==> src/rtl/serial_adder_ctrl.sv <==
// -----------------------------------------------------------------------------
// serial_adder_ctrl
//   Bit-serial adder with a small IDLE/RUN/DONE controller. One addition
//   computes A + B + Cin (modulo 2^WIDTH) through a single 1-bit full adder.
//   The adder works LSB first, one bit per clock. The result and carry-out
//   are published on a one-cycle done pulse.
//
//   Ports
//     clk   in   rising-edge clock
//     rst   in   synchronous active-high reset
//     start in   begin one addition (accepted only in IDLE, never queued)
//     A, B  in   operands, WIDTH bits, captured on the accepted start edge
//     Cin   in   carry-in, captured on the accepted start edge
//     busy  out  high while the bits are being computed
//     done  out  one-cycle pulse when SUM/Cout carry a new result
//     SUM   out  registered sum, held until the next completed addition
//     Cout  out  registered carry-out of the top bit
// -----------------------------------------------------------------------------

// One-bit full adder used as the single arithmetic element of the serial path.
module serial_adder_fa (
  input  logic a,
  input  logic b,
  input  logic ci,
  output logic s,
  output logic co
);
  assign s  = a ^ b ^ ci;
  assign co = (a & b) | (ci & (a ^ b));
endmodule

module serial_adder_ctrl #(
  parameter int WIDTH = 8
) (
  input  logic             clk,
  input  logic             rst,
  input  logic             start,
  input  logic [WIDTH-1:0] A,
  input  logic [WIDTH-1:0] B,
  input  logic             Cin,
  output logic             busy,
  output logic             done,
  output logic [WIDTH-1:0] SUM,
  output logic             Cout
);

  localparam int CW = (WIDTH > 1) ? $clog2(WIDTH) : 1;
  localparam logic [CW-1:0] LAST = CW'(WIDTH - 1);

  typedef enum logic [1:0] {IDLE, RUN, DONE} state_t;

  state_t            state;
  logic [CW-1:0]     cnt;
  logic              carry;
  logic [WIDTH-1:0]  a_reg;
  logic [WIDTH-1:0]  b_reg;
  logic [WIDTH-1:0]  res;
  logic [WIDTH-1:0]  res_nxt;
  logic              fa_s;
  logic              fa_co;

  serial_adder_fa u_fa (
    .a  (a_reg[cnt]),
    .b  (b_reg[cnt]),
    .ci (carry),
    .s  (fa_s),
    .co (fa_co)
  );

  // New bit enters at the MSB and older bits move down. After WIDTH shifts,
  // bit 0 of the sum has reached position 0.
  always_comb begin
    res_nxt = res;
    res_nxt[WIDTH-1] = fa_s;
    for (int i = 0; i < WIDTH - 1; i++) begin
      res_nxt[i] = res[i+1];
    end
  end

  always_ff @(posedge clk) begin
    if (rst) begin
      state <= IDLE;
      busy  <= 1'b0;
      done  <= 1'b0;
      SUM   <= '0;
      Cout  <= 1'b0;
      carry <= 1'b0;
      cnt   <= '0;
    end else begin
      case (state)
        IDLE: begin
          done <= 1'b0;
          if (start) begin
            a_reg <= A;
            b_reg <= B;
            carry <= Cin;
            cnt   <= '0;
            busy  <= 1'b1;
            state <= RUN;
          end
        end
        RUN: begin
          res   <= res_nxt;
          carry <= fa_co;
          cnt   <= cnt + CW'(1);
          if (cnt == LAST) begin
            // The top bit's carry goes only to Cout, so SUM wraps modulo 2^WIDTH.
            SUM   <= res_nxt;
            Cout  <= fa_co;
            busy  <= 1'b0;
            done  <= 1'b1;
            cnt   <= '0;
            state <= DONE;
          end
        end
        DONE: begin
          done  <= 1'b0;
          state <= IDLE;
        end
        default: begin
          busy  <= 1'b0;
          done  <= 1'b0;
          state <= IDLE;
        end
      endcase
    end
  end

endmodule

==> config.mk <==
export PLATFORM = sky130hd
export DESIGN_NAME = serial_adder_ctrl
export DESIGN_NICKNAME = d
export VERILOG_FILES = /design/src/rtl/serial_adder_ctrl.sv
export SDC_FILE = /design/constraint.sdc
export NUM_CORES = 1
export LEC_CHECK = 0
export BUFFER_PORTS_ARGS = -buffer_cell sky130_fd_sc_hd__buf_2
export CAP_MARGIN = 20
export CORE_MARGIN = 4
export CORE_UTILIZATION = 56
export CTS_CLUSTER_SIZE = 16
export DETAILED_ROUTE_END_ITERATION = 10
export HOLD_SLACK_MARGIN = 0.06
export PLACE_DENSITY = 0.81
export SLEW_MARGIN = 20
export SYNTH_ARGS = -nofsm -noshare
export SYNTH_HDL_FRONTEND = slang
export SYNTH_SLANG_ARGS = --single-unit
==> constraint.sdc <==
create_clock -name clk -period 3.3 [get_ports clk]
set_input_delay 0.66 -clock clk [delete_from_list [all_inputs] [get_ports clk]]
set_output_delay 0.66 -clock clk [all_outputs]
set_load 0.05 [all_outputs]
# [Word level (Yosys, flattened, before mapping)]
# Index checks and enable logic that the tools add are counted.
[totals] output_inout_bits=11 ff_bits=41 input_bits=20 wordCells=49
[op_classes] magnitude_cmp=1 reduce_logical=9 mux=15 add_sub_neg=1 n_eq_ne=5 bitwise_logic=8
[ops] op="AND reduction 2 bit" count=4
[ops] op="binary-select mux 1 bit (select 3 bit)" count=2
[ops] op="2-to-1 mux 3 bit" count=2
[ops] op="one-hot mux 3 bit (2 select lines)" count=1
[ops] op="AND reduction 3 bit" count=2
[ops] op="2-to-1 mux 1 bit" count=5
[ops] op="< comparator 3 x 4 -> 1 bit (second input constant)" count=1
[ops] op="2-to-1 mux 2 bit" count=2
[ops] op="!= test 2 bit (second input constant)" count=2
[ops] op="one-hot mux 2 bit (2 select lines)" count=1
[ops] op="adder 3 x 1 -> 3 bit (second input constant)" count=1
[ops] op="equality test 3 bit (second input constant)" count=1
[ops] op="inverter 1 bit" count=3
[ops] op="one-hot mux 1 bit (3 select lines)" count=1
[ops] op="bitwise AND 1 bit" count=2
[ops] op="equality test 2 x 1 -> 1 bit (second input constant)" count=1
[ops] op="equality test 2 bit (second input constant)" count=1
[ops] op="logical NOT 2 bit" count=1
[ops] op="one-hot mux 1 bit (2 select lines)" count=1
[ops] op="nonzero test 2 bit" count=1
[ops] op="OR reduction 2 bit" count=1
[ops] op="XOR 1 bit" count=2
[ops] op="OR 1 bit" count=1

# [Logic depth before layout (Yosys ltp)]
[depth] depth_word=6 mapped_depth=6

# [Modules after synthesis]
# A second synthesis with hierarchy kept.
[hier_totals] hier_cells=98 area_unflattened_um2=1505.2
[by_module_without_submodules] mod="serial_adder_ctrl" seq_area_each_um2=1031.0 n_inst=1 cells_per_inst=97 area_per_inst_um2=1485.2
[by_module_without_submodules] mod="serial_adder_fa" seq_area_each_um2=0.0 n_inst=1 cells_per_inst=1 area_per_inst_um2=20.0

# [Worst setup path before layout]
# No wires, ideal clock.
[synth_timing] kind="input to register" from="input rst" to="register a_reg[0], enable pin" setup_ns=0.409 setup_slack_ns=0.886 stages=2 arrival_time_ns=2.005 t_required_ns=2.891 path_buffers=1 cell_sequence="clkbuf_1 -> nor3_1"
[synth_between] elab_chain_cells=2
[synth_rtl] element="start: declaration" line="36" text="input logic rst,"
[synth_rtl] element="inverter 1 bit (no source line)"
[synth_rtl] element="AND reduction 3 bit (no source line)"
[synth_rtl] element="end signal: assignment" line="94" text="a_reg <= A;"
[synth_rtl] element="end: declaration" line="55" text="logic [WIDTH-1:0] a_reg;"
# Every way passes these cells.
# A chain may end at the register's enable or synchronous reset.

# [Final worst setup path]
[layout_timing] from="register cnt[0]" to="register carry"
[layout_between] elab_chain_cells=6 elab_cells_between_ends=9 cone_classes="mux: 5; bitwise: 4"
[layout_rtl] element="start: declaration" line="53" text="logic [CW-1:0] cnt;"
[layout_rtl] element="start signal: assignment" line="105" text="cnt <= cnt + CW'(1);"
[layout_rtl] element="binary-select mux 1 bit (select 3 bit), on equally long branches" line="63, 64"
[layout_rtl] element="2-to-1 mux 1 bit, on equally long branches" line="63, 64"
[layout_rtl] element="XOR 1 bit" line="29" text="assign co = (a & b) | (ci & (a ^ b));"
[layout_rtl] element="bitwise AND 1 bit" line="29"
[layout_rtl] element="OR 1 bit (*)" line="29"
[layout_rtl] element="via fa_co" line="60" text="logic fa_co;"
[layout_rtl] element="one-hot mux 1 bit (2 select lines) (*)" line="90" text="case (state)"
[layout_rtl] element="end signal: assignment" line="96" text="carry <= Cin;"
[layout_rtl] element="end signal: assignment" line="104" text="carry <= fa_co;"
[layout_rtl] element="end: declaration" line="54" text="logic carry;"
# The timed path passes the listed nets; every way through them passes the cells marked *. The select of a mux whose other input is x is not followed.

==> metrics <==
initial core utilization=between 50 and 60%; hold crit path type=reg -> reg; WP buf/inv=0; cts hold-fix bufs=0; CP Class=reg -> reg; GRT Util Overall=16.48%; Synth area leaders=edfxtp_1 46%, dfxtp_1 23%, mux4_1 7.0%; final cell count without fillers=161; placed cell area=between 1500 and 2000 um^2; ratio of cells with drive above 1 in the final layout=about a third; Clock Sink Count=40; die height=59.80 um; postcts setup bufs=0; root buffer cell=clkbuf_4; Syn Nets=between 100 and 150; CTS tree=yes; Syn. warnings=0; number of global-route vias before repair=roughly 900; Final period util=67.66%; CP max FO=6; maxcap violations=0; # diodes=0; Final ANT Viol Nets=0; Adder-Cell Fraction of Synth Area=between 2 and 3%; Final nets=153; Most used DFF post-synth=edfxtp_1; Hold Vio Cnt, Final=0; global placement routability congestion=about 0.76; ys async rst share=0%; drt total wl=approximately 2500 um; Worst Hold Path EP=res[4]$_DFFE_PP_; Worst R2R Path Depth=5; first-pass GRT wire length=slightly above 4000 um; Netlist Area Pre-Place=between 1500 and 2000 um^2; status=finished clean; CP max stage cell=mux4_1; Worst Path Arrival=roughly 2500 ps; std cell rows=18; Yosys top cell area share=a little under half; cell with the most instances after synthesis=edfxtp_1; setup_tns=0 ps; FF-to-FF setup slack=around 1100 ps; Synth area leader=edfxtp_1; Peak VDD IR=slightly above 400 uV; worst rel slew slack=about three fifths; dpl hpwl=1723 um; final setup vio count=0; largest family of logic cells by synthesized area=multiplexers; clock buffer depth=2; HP Start=res[5]$_DFFE_PP_; total CTS buffers=5; 1st-iter DRT viols=42; port buffer count=30; xor/xnor cell area share of the yosys netlist=0%; Pins Over Slew Limit=0; Synth Area in Compound Gates=between 4 and 5%; CP max stage delay=590 ps; post-synthesis mux area share=about 15%; clk_lat worst skew=roughly 360 ps; crit-path cells=mux4_1 -> mux2_2 -> fa_1 -> o22ai_1 -> a221oi_1; initial antenna violation count=0; critical path required time=3520 ps; Worst Max-Slew Pin Slew=604.7 ps; Post-CTS Resized=0; drt wl/cell=between 15 and 20 um; largest net degree at the start of global routing=18; # DRC=0; top cells by instance count after synthesis=23 x edfxtp_1, 17 x dfxtp_1, 13 x nor2_1, 10 x mux2i_1, 4 x mux4_1; Cells after Synth=96; worst r2r dst=carry$_SDFFE_PP0P_; CP startpoint=cnt[0]$_SDFFE_PP0P_; unrepaired setup endpoints after global routing=no; vias=871; Top delay family on crit path=multiplexers; number of synthesized flops with an enable pin=23; Final min period=around 2200 ps; Pwr per Cell Area=~520 nW/um^2; GRT overflow=0; Layout area overhead=17.57%; DP Cell Count=153; worst flop-to-flop path startpoint=cnt[0]$_SDFFE_PP0P_; DRT Pass-1 Iters=4; #FFs+latches synth=40; P_leak=between 0.7 and 0.8 nW; sequential element share of the synthesized area=around two thirds; Final Skew=roughly 15 ps; die area=approximately 3600 um^2; vias per cell=about 5.4; chip width=59.80 um; hold path depth=0; Max Clock Freq=~450 MHz; core area=2522 um^2; Netlist cell types=25; Post-Synth Simple-Gate Area=around 6.2%; clk slew on worst S/H paths=~130 ps; Mean Syn Cell Area=15.65 um^2; num ports=31; CTS H-tree lvls=2; CP endpoint kind=flop; Finished Cell Area=around 1800 um^2; Startpoint Class=flop
-- where the power goes --
part	total [mW]	switching, mW	internal [mW]
sequential	0.556	0.00942	0.546
clock	0.310	0.159	0.151
combinational	0.0562	0.0286	0.0276
-- layer usage --
layer  GRT usage (%)  up-vias  share of wire [%]
met4           7.595        0                1.5
li1                -      424                  -
met1           19.83      410                 40
met2           25.31       32                 51
met3           7.343        5                7.9
met5               0        -                  0
-- layout make-up --
class | count | area (um^2)
Multi-Input combinational cell | 48 | 436.7
Clock buffer | 7 | 76.32
Clock inverter | 1 | 8.758
Tap cell | 30 | 37.54
Inverter | 3 | 11.26
Fill cell | 190 | 755.7
Sequential cell | 40 | 1031
Timing Repair Buffer | 32 | 165.2
-- stage by stage --
stage                     worst slack (ps)  utilization, %  hold WS (ps)  total power, mW
after floorplan                      885.9               -         425.7           0.6008
after global placement                1184           66.67         429.2           0.6186
after detailed placement              1114           66.67         436.1           0.6234
after CTS                             1071           70.04         452.6           0.9298
after global routing                 976.9           70.04         446.0           0.9717
final                                 1067           70.04         462.4           0.9219
-- logic make-up (layout without fill, tap and decap cells) --
logic type | after synthesis | after routing
AOI/OAI and AO/OA | 9 | 9
adders and majority gates | 3 | 3
buffers and inverters | 8 | 43
DFF | 40 | 40
muxes | 16 | 16
and+or+nand+nor | 20 | 20
-- how the worst max path moves through the flow --
| stage | endpoint | slack (ps) | cells past startpoint |
|---|---|---|---|
| floorplan | a_reg[0]$_DFFE_PP_ | 890 | 2 |
| global placement | carry$_SDFFE_PP0P_ | 1180 | 5 |
| detailed placement | carry$_SDFFE_PP0P_ | 1110 | 5 |
| CTS | carry$_SDFFE_PP0P_ | 1070 | 5 |
| global route | carry$_SDFFE_PP0P_ | 980 | 5 |
| finish | carry$_SDFFE_PP0P_ | 1070 | 5 |
-- layout by cell type (no fill, tap or decap), types with 2 or more instances in the layout --
cell,instances
buf_2,30
nor2_1,13
clkbuf_4,5
mux2i_1,10
edfxtp_1,23
mux4_1,4
buf_4,2
o21ai_0,2
nor3b_1,2
ha_1,2
dfxtp_1,17
inv_1,3
mux2_2,2
(Power assumes the default switching activity.)
